$ cat src/rtl/spi_pkg.sv
// Shared types and helpers for the parametrised SPI slave.
package spi_pkg;

  typedef enum logic {IDLE, ACTIVE} spi_state_t;

  // CPHA=0 samples mosi on the leading sclk edge, CPHA=1 on the trailing one.
  function automatic logic sample_on_leading(input logic cpha);
    return !cpha;
  endfunction

  function automatic int unsigned cnt_w(input int unsigned data_w);
    return (data_w < 2) ? 1 : $clog2(data_w);
  endfunction

endpackage

$ cat src/rtl/spi_edge_sync.sv
// Multi-stage synchroniser for an asynchronous input with single-cycle
// rise/fall pulses derived from the synchronised copy.
module spi_edge_sync #(
  parameter int unsigned SYNC_STAGES = 2
) (
  input  logic clk,
  input  logic rst_n,
  input  logic d_i,
  output logic rise_o,
  output logic fall_o
);

  logic [SYNC_STAGES-1:0] sync_q;
  logic                   prev_q;
  logic                   level;

  always_ff @(posedge clk or negedge rst_n) begin
    if (!rst_n) begin
      sync_q <= '0;
      prev_q <= 1'b0;
    end else begin
      sync_q <= {sync_q[SYNC_STAGES-2:0], d_i};
      prev_q <= sync_q[SYNC_STAGES-1];
    end
  end

  assign level  = sync_q[SYNC_STAGES-1];
  assign rise_o = level & ~prev_q;
  assign fall_o = ~level & prev_q;

endmodule

$ cat src/rtl/spi_slave_param.sv
// SPI slave with configurable width, mode and bit order; oversamples the
// SPI pins in the clk domain and exposes valid/ready rx/tx word streams.
module spi_slave_param
  import spi_pkg::*;
#(
  parameter int unsigned DATA_W      = 8,
  parameter int unsigned CPOL        = 0,
  parameter int unsigned CPHA        = 0,
  parameter int unsigned MSB_FIRST   = 1,
  parameter int unsigned SYNC_STAGES = 2
) (
  input  logic              clk,
  input  logic              rst,
  input  logic              sclk,
  input  logic              cs,
  input  logic              mosi,
  output logic              miso,
  input  logic [DATA_W-1:0] tx_data,
  input  logic              tx_valid,
  output logic              tx_ready,
  output logic [DATA_W-1:0] rx_data,
  output logic              rx_valid,
  input  logic              rx_ready,
  output logic              busy,
  output logic              rx_overrun,
  output logic              tx_underrun,
  output logic              frame_abort
);

  localparam int unsigned      CNT_W = cnt_w(DATA_W);
  localparam logic [CNT_W-1:0] LAST  = CNT_W'(DATA_W - 1);

  logic sclk_rise, sclk_fall, cs_rise, cs_fall;
  logic [SYNC_STAGES-1:0] mosi_sync_q;
  logic mosi_s, lead, trail, sample_ev, shift_ev, load;

  spi_edge_sync #(.SYNC_STAGES(SYNC_STAGES)) u_sclk_sync (
    .clk(clk), .rst_n(rst), .d_i(sclk), .rise_o(sclk_rise), .fall_o(sclk_fall)
  );

  spi_edge_sync #(.SYNC_STAGES(SYNC_STAGES)) u_cs_sync (
    .clk(clk), .rst_n(rst), .d_i(cs), .rise_o(cs_rise), .fall_o(cs_fall)
  );

  always_ff @(posedge clk or negedge rst) begin
    if (!rst) mosi_sync_q <= '0;
    else      mosi_sync_q <= {mosi_sync_q[SYNC_STAGES-2:0], mosi};
  end
  assign mosi_s = mosi_sync_q[SYNC_STAGES-1];

  assign lead      = (CPOL != 0) ? sclk_fall : sclk_rise;
  assign trail     = (CPOL != 0) ? sclk_rise : sclk_fall;
  assign sample_ev = sample_on_leading(CPHA != 0) ? lead  : trail;
  assign shift_ev  = sample_on_leading(CPHA != 0) ? trail : lead;

  spi_state_t        state_q, state_d;
  logic [CNT_W-1:0]  bit_cnt_q, bit_cnt_d;
  logic [DATA_W-1:0] tx_shift_q, tx_shift_d, rx_shift_q, rx_shift_d;
  logic [DATA_W-1:0] rx_data_q, rx_data_d, rx_word, tx_next;
  logic              rx_valid_q, rx_valid_d, tx_ready_q, tx_ready_d;
  logic              rx_overrun_q, rx_overrun_d, tx_underrun_q, tx_underrun_d;
  logic              frame_abort_q, frame_abort_d;

  assign rx_word = (MSB_FIRST != 0) ? {rx_shift_q[DATA_W-2:0], mosi_s}
                                    : {mosi_s, rx_shift_q[DATA_W-1:1]};
  assign tx_next = (MSB_FIRST != 0) ? {tx_shift_q[DATA_W-2:0], 1'b0}
                                    : {1'b0, tx_shift_q[DATA_W-1:1]};

  always_comb begin
    state_d       = state_q;
    bit_cnt_d     = bit_cnt_q;
    tx_shift_d    = tx_shift_q;
    rx_shift_d    = rx_shift_q;
    rx_data_d     = rx_data_q;
    rx_valid_d    = rx_valid_q;
    tx_ready_d    = 1'b0;
    rx_overrun_d  = 1'b0;
    tx_underrun_d = 1'b0;
    frame_abort_d = 1'b0;
    load          = 1'b0;

    if (rx_valid_q && rx_ready) rx_valid_d = 1'b0;

    case (state_q)
      IDLE: begin
        if (cs_fall) begin
          state_d    = ACTIVE;
          bit_cnt_d  = '0;
          rx_shift_d = '0;
          load       = 1'b1;
        end
      end
      ACTIVE: begin
        if (cs_rise) begin
          state_d       = IDLE;
          bit_cnt_d     = '0;
          rx_shift_d    = '0;
          tx_shift_d    = '0;
          frame_abort_d = (bit_cnt_q != '0);
        end else begin
          // The shift edge that falls on a word boundary would skip the
          // freshly loaded first bit, so it is suppressed while bit_cnt==0.
          if (shift_ev && bit_cnt_q != '0) tx_shift_d = tx_next;
          if (sample_ev) begin
            if (bit_cnt_q == LAST) begin
              bit_cnt_d  = '0;
              rx_shift_d = '0;
              load       = 1'b1;
              if (!rx_valid_q || rx_ready) begin
                rx_data_d  = rx_word;
                rx_valid_d = 1'b1;
              end else begin
                rx_overrun_d = 1'b1;
              end
            end else begin
              bit_cnt_d  = bit_cnt_q + CNT_W'(1);
              rx_shift_d = rx_word;
            end
          end
        end
      end
      default: state_d = IDLE;
    endcase

    if (load) begin
      if (tx_valid) begin
        tx_shift_d = tx_data;
        tx_ready_d = 1'b1;
      end else begin
        tx_shift_d    = '0;
        tx_underrun_d = 1'b1;
      end
    end
  end

  always_ff @(posedge clk or negedge rst) begin
    if (!rst) begin
      state_q       <= IDLE;
      bit_cnt_q     <= '0;
      tx_shift_q    <= '0;
      rx_shift_q    <= '0;
      rx_data_q     <= '0;
      rx_valid_q    <= 1'b0;
      tx_ready_q    <= 1'b0;
      rx_overrun_q  <= 1'b0;
      tx_underrun_q <= 1'b0;
      frame_abort_q <= 1'b0;
    end else begin
      state_q       <= state_d;
      bit_cnt_q     <= bit_cnt_d;
      tx_shift_q    <= tx_shift_d;
      rx_shift_q    <= rx_shift_d;
      rx_data_q     <= rx_data_d;
      rx_valid_q    <= rx_valid_d;
      tx_ready_q    <= tx_ready_d;
      rx_overrun_q  <= rx_overrun_d;
      tx_underrun_q <= tx_underrun_d;
      frame_abort_q <= frame_abort_d;
    end
  end

  assign busy        = (state_q == ACTIVE);
  assign miso        = busy & ((MSB_FIRST != 0) ? tx_shift_q[DATA_W-1] : tx_shift_q[0]);
  assign tx_ready    = tx_ready_q;
  assign rx_data     = rx_data_q;
  assign rx_valid    = rx_valid_q;
  assign rx_overrun  = rx_overrun_q;
  assign tx_underrun = tx_underrun_q;
  assign frame_abort = frame_abort_q;

endmodule

$ cat config.mk
export PLATFORM = sky130hd
export DESIGN_NAME = spi_slave_param
export DESIGN_NICKNAME = d
export VERILOG_FILES = /design/src/rtl/spi_pkg.sv /design/src/rtl/spi_edge_sync.sv /design/src/rtl/spi_slave_param.sv
export SDC_FILE = /design/constraint.sdc
export NUM_CORES = 1
export LEC_CHECK = 0
export ABC_AREA = 1
export CAP_MARGIN = 30
export CORE_MARGIN = 2
export CORE_UTILIZATION = 54
export CTS_BUF_LIST = sky130_fd_sc_hd__clkbuf_8
export DETAILED_ROUTE_END_ITERATION = 16
export PLACE_DENSITY_LB_ADDON = 0.3
export SLEW_MARGIN = 10
export SYNTH_ARGS = -nofsm -noshare
export SYNTH_HDL_FRONTEND = slang
export SYNTH_HIERARCHICAL = 1
export SYNTH_SLANG_ARGS = --single-unit
$ cat constraint.sdc
create_clock -name clk -period 1.8 [get_ports clk]
set_input_delay 0.54 -clock clk [delete_from_list [all_inputs] [get_ports clk]]
set_output_delay 0.54 -clock clk [all_outputs]
set_load 0.01 [all_outputs]
# Word level (Yosys, flattened, before mapping)
# Index checks and enable logic that the tools add are counted.
# Widths: inputs -> output; s select.
dict set report word_totals {
  reg_bits 40
  out_inout_bits 15
}
dict set report classes {
  n_eq_ne 3
  muxes 39
  reduce_logical 10
  bitwise 11
  addsub 1
}
# cell n
set ops {}
lappend ops {{$mux 8} 5}
lappend ops {{$mux 7} 4}
lappend ops {{$mux 1} 22}
lappend ops {{$pmux 7 s2} 1}
lappend ops {{$mux 3} 4}
lappend ops {{$not 1->1} 6}
lappend ops {{$pmux 3 s2} 1}
lappend ops {{$reduce_bool 3->1} 2}
lappend ops {{$and 1x1->1} 5}
lappend ops {{$reduce_and 5->1} 1}
lappend ops {{$pmux 1 s2} 2}
lappend ops {{$reduce_and 2->1} 2}
lappend ops {{$add 3x1->3 const B} 1}
lappend ops {{$eq 3x3->1 const B} 1}
lappend ops {{$ne 3x3->1 const B} 1}
lappend ops {{$logic_and 1x1->1} 2}
lappend ops {{$ne 2x2->1 const B} 1}
lappend ops {{$reduce_bool 2->1} 1}
lappend ops {{$logic_not 1->1} 1}
lappend ops {{$logic_or 1x1->1} 1}

# Logic depth before layout (Yosys ltp)
dict set report depth {
  depth_word 7
  mapped_depth 11
  ltp_nobuf 10
}

# Hierarchy
# The synthesis kept the hierarchy.
# module n_inst cells_per_inst area_each_um2
set modules_own_cells {}
lappend modules_own_cells {spi_slave_param 1 187 1611.5}
lappend modules_own_cells {spi_edge_sync 2 7 90.1}

# Least setup slack after synthesis
# OpenSTA, ideal clock, no wires.
dict set report synth_path {
  path_type {reg2reg}
  startpoint {reg bit_cnt_q[0]}
  endpoint {reg tx_shift_q[1]}
  path_stages_with_launch 12
  path_slack_ps 351
  setup_ps 118
  n_path_buf 1
  period_less_slack_ps 1449
  t_arrival_ps 1331
  cell_sequence {dfrtp_1 ha_1 ha_1 nand2_1 inv_1 nand2_2 buf_6 nand2_8 nand2_1 nand2_1 nand3_1 nand2_1}
}
dict set report synth_between {
  elab_chain_len 7
  elab_cells_between_ends 11
}
# element line_no
set synth_lines {}
lappend synth_lines {{start, declared} spi_slave_param.sv:57} ;# logic [CNT_W-1:0] bit_cnt_q, bit_cnt_d;
lappend synth_lines {{start signal, assigned} spi_slave_param.sv:150} ;# bit_cnt_q <= bit_cnt_d;
lappend synth_lines {{$eq 3x3->1} spi_slave_param.sv:105} ;# if (bit_cnt_q == LAST) begin
lappend synth_lines {{$mux 1} spi_slave_param.sv:105}
lappend synth_lines {{$mux 1} spi_slave_param.sv:104} ;# if (sample_ev) begin
lappend synth_lines {{$mux 1} spi_slave_param.sv:94} ;# if (cs_rise) begin
lappend synth_lines {{$pmux 1 s2} spi_slave_param.sv:84} ;# case (state_q)
lappend synth_lines {{$reduce_bool 3->1 (no source line) or $reduce_bool 2->1 (tied branches)} -}
lappend synth_lines {{$reduce_and 2->1 (no source line)} -}
lappend synth_lines {{end signal, assigned} spi_slave_param.sv:151} ;# tx_shift_q <= tx_shift_d;
lappend synth_lines {{end, declared} spi_slave_param.sv:58} ;# logic [DATA_W-1:0] tx_shift_q, tx_shift_d, rx_shift_q, rx_shift_d;
# Parallel ways exist; a longest one is shown, timed or not.
# A chain may end at the register's enable or synchronous reset.

# Worst setup path after layout
dict set report layout_path {
  startpoint {reg rx_data_q[7] (netlist: rx_data[7])}
  endpoint {out rx_data[7]}
}
# element line_no
set layout_rtl {}
lappend layout_rtl {{start, declared} spi_slave_param.sv:59} ;# logic [DATA_W-1:0] rx_data_q, rx_data_d, rx_word, tx_next;
lappend layout_rtl {{start signal, assigned} spi_slave_param.sv:153} ;# rx_data_q <= rx_data_d;
lappend layout_rtl {{end, declared} spi_slave_param.sv:21} ;# output logic [DATA_W-1:0] rx_data,
# No word-level cell between the ends.

==> results <==
- Wires add up to 3.14 mm.
- From bottom edge to top edge, the die measures 61.6 um.
- The die covers 3790 sq um.
- Summed over all failing endpoints, the final setup total negative slack is 0 ns.
- The top achievable clock speed is 574 MHz.
- The worst slew margin relative to its limit is 73.0%.
- STA puts the critical path data arrival time at 1.20 ns.
- At the end of the flow, the number of nets in the layout was 255.
- The combinational cell fraction of total power is 20.2%.
- The standby leakage power is 0.00115 uW.
- By area the synthesized netlist is led by dfrtp_1, nand2_1, inv_1.
- In this run the worst hold path is classified as in -> async.
- The number of slew-limit violations in the final report was 0.
- The critical path capture point type is an output pin.
- The transition time at the pin with the least slew margin is 0.406 ns.
- Of the post-synthesis cell area, the dominant cell type holds 55.9%.
- The commonest cells after synthesis are nand2_1, dfrtp_1, inv_1, nand3_1, o21ai_0.
- The overall die width is 61.6 um.
- Setup violations remaining at the end of the flow were counted as 0.
- The net load switching power is 637 uW.
- The number of antenna violations at the first check in global routing came to 0.
- Counting cells, the worst reg-to-reg path comes to 11.
- For the worst-skew pair, the clock arrives at the later sink with an insertion delay of 0.30 ns.
- On the critical path the largest part of the delay comes from buffers and inverters.
- The distinct cell type count after synthesis is 21.
- The synthesized design contains 0 enable-type register cells.
- The worst hold slack is 0.161 ns.
- TritonCTS created 5 clock buffers.
- The residual DRC count is 0.
- The initialized floorplan defines 20 standard-cell rows.
- Entering global routing, the biggest net connects 24 pins.
- The detailed-router iteration count before antenna repair is 4.
- The gate count after technology mapping is 201.
- The via count of the first global-routing pass is 1172.
- The number of levels in the clock H-tree is 2.
- Setup repair after global routing left no endpoint under its margin.
- The maximum fanout count along the critical path is 2.
- 30 I/O pins were placed.
- The mean number of vias per cell is 4.82.
- The relative contribution of sequential cells to total power is 47.1%.
- The cell count after placement is 273.
- The worst setup path is launched from a flip-flop.
- The number of nets in the synthesized netlist is 219.
- The total of fill cells in the finished design is 252.
- The top cell type by total area after synthesis is dfrtp_1.
- The critical path goes through clkdlybuf4s50_1.
- The post-route netlist has 10.9% of its cells at a drive strength greater than 1.
- The number of hold violations in the final report came to 0.
- The critical path depth in cells is 1.
- The placed wire-length estimate is 2.27 mm.
- The register bit count reported by yosys is 40.
- The clock arrives with 0.0111 ns of skew.
- The number of buffers and inverters on the critical path is 1.
- VDD sags by at most 0.850 mV.
- Net switching is 28.1% of the power.
- The count of nets left with antenna violations once routing finished came out at 0.
- The area occupied by registers is 1000 sq um.
- In this run, the number of DRC markers left after iteration 0 of detailed routing was 84.
- Relative to the synthesized area, the layout overhead comes to 26.3%.
- The startpoint-to-endpoint class of the critical path is reg -> out.
- The required time at the worst-slack endpoint is 1.26 ns.
- The cell internal power dissipation is 1630 uW.
- After detailed routing, the average wire length per cell comes to 11.1 um.
- The floorplan core area is 3100 sq um.
- Buffers placed on the I/O ports in this run total 29.
- The multi-input combinational cells in the finished layout cover a total of 638 sq um.
- Among all stages on the critical path, the largest delay is contributed by clkdlybuf4s50_1.
- The maximum buffer depth of the clock tree is 2.
- A synthesized cell averages 8.91 sq um.
- The share of the Yosys chip area taken by registers is 55.9%.
- The Yosys step of the flow raised 6 warnings.
- TritonCTS built the clock tree.
- At the end of routability-driven placement, the weighted congestion stood at 0.761.
- For this run the aggregate overflow at the end of global routing stands at 0.
- The clock slew at the register clock pins of the worst setup and hold paths is 0.08 ns.
- The overall global routing resource usage is 19.1%.
- The effective utilization at floorplan is 57.7%.
- The tree is rooted in a clkbuf_8.
- The final clock period utilization by the worst path is 96.7%.
- The most instantiated flip-flop cell in the synthesis netlist is dfrtp_1.
- The relative contribution of the clock network to total power is 32.7%.
- Across the run, the number of max-cap violations was 0.
- The largest incremental delay on the critical path is 0.54 ns.
- The filler-free cell count of the finished design is 282.
- The number of antenna diodes in the final layout is 0.
- The count of vias placed by the detailed router is 1359.
- The most used standard cell by instance count after synthesis is nand2_1.
- The total power divided by cell area is 1000 nW/um^2.
- After synthesis the cells add up to 1790 sq um.
- The first-pass GRT wire length is 5.15 mm.
- The share of synthesized registers carrying an async set or reset is 100%.
- For the finished layout, the period the worst path requires is 1.74 ns.
- Hold repair after CTS inserted 0 buffers.
- The number of clock sinks is 40.
- The flow ran to the end, and the final reports show no timing, DRC or antenna violations.
cell families (layout without fill, tap and decap cells):
logic type / Yosys count / in the layout / synth area share, %
buffers and inverters: 36 / 73 / 8.52
AOI/OAI and AO/OA: 19 / 19 / 5.52
DFF: 40 / 40 / 55.9
and+or+nand+nor: 103 / 103 / 28.0
adders and majority gates: 3 / 3 / 2.10
routing by layer:
metal	vias up	part of all wire, %	global-route usage [%]
li1	695	-	-
met1	621	49	27.3
met2	37	42	26.9
met3	6	7.0	6.51
met4	0	1.7	7.29
met5	-	0	0
layout make-up:
cell class / instances / share of cell area [%]
Clock buffer: 5 / 3.04
Clock inverter: 3 / 2.05
Tap cell: 44 / 2.43
Timing Repair Buffer: 35 / 15.1
Multi-Input combinational cell: 125 / 28.2
Sequential cell: 40 / 44.2
Inverter: 30 / 4.98
path summary, 6_finish.rpt:
check | from | slack, ns | endpoint
max in group asynchronous | rst | 1.19 | rx_shift_q[5]
worst max register to register | bit_cnt_q[0] | 0.16 | tx_shift_q[7]
worst max-delay path | rx_data[7] | 0.06 | rx_data[7]
worst min-delay path | rst | 0.16 | tx_shift_q[4]
min in group clk | u_cs_sync/sync_q[0] | 0.35 | u_cs_sync/sync_q[1]
worst min register to register | u_cs_sync/sync_q[0] | 0.35 | u_cs_sync/sync_q[1]
what timing repair did:
item / 4_1_cts / 5_1_grt
buffers inserted: 1 / 0
resized for setup: 1 / 0
endpoints found under the setup margin: 2 / 0
cells in the final DEF, fill, tap and decap left out:
cell type / synthesis / layout
inv_2: 3 / 3
or2_1: 1 / 1
o21ai_2: 1 / 1
inv_6: 0 / 1
bufinv_16: 0 / 1
buf_12: 0 / 1
clkdlybuf4s50_1: 0 / 27
nand3_1: 17 / 17
nand3_2: 1 / 1
buf_4: 0 / 5
dlygate4sd2_1: 0 / 1
clkinvlp_4: 0 / 1
dfrtp_1: 40 / 40
ha_1: 3 / 3
buf_2: 2 / 1
o21ai_1: 2 / 2
nor2_1: 8 / 8
nand3b_1: 7 / 7
clkbuf_8: 0 / 5
o21ai_0: 16 / 16
nand2_8: 1 / 1
nand2_1: 63 / 63
nand2_2: 1 / 1
nor2_4: 2 / 2
nand2_4: 1 / 1
inv_1: 27 / 27
nand4_4: 1 / 1
stage by stage:
stage | worst slack [ns] | cell area (sq um) | util [%] | power, uW
after floorplan | 0.351 | 1790 | - | 1390
after global placement | 0.138 | 2140 | 69.0 | 1530
after detailed placement | 0.0113 | 2140 | 69.0 | 1540
after CTS | 0.0425 | 2260 | 72.9 | 2290
after global routing | 0.000508 | 2260 | 72.9 | 2400
final | 0.0586 | 2260 | 72.9 | 2260
sequential cells by signal, summed over array words and instances (netlist names), 2 cells and up:
register,cells
u_cs_sync/sync_q,2
rx_shift_q,7
tx_shift_q,8
mosi_sync_q,2
u_sclk_sync/sync_q,2
rx_data,8
bit_cnt_q,3
power by group through the flow:
| stage | clock network (uW) | registers (uW) | logic, uW |
|---|---|---|---|
| 2_1_floorplan | 0 | 1080 | 309 |
| 3_3_place_gp | 0 | 1080 | 445 |
| 3_5_place_dp | 0 | 1090 | 453 |
| 4_1_cts | 762 | 1060 | 463 |
| 5_1_grt | 796 | 1080 | 523 |
| 6_report | 739 | 1070 | 458 |
Power figures use the tool's default switching activity.
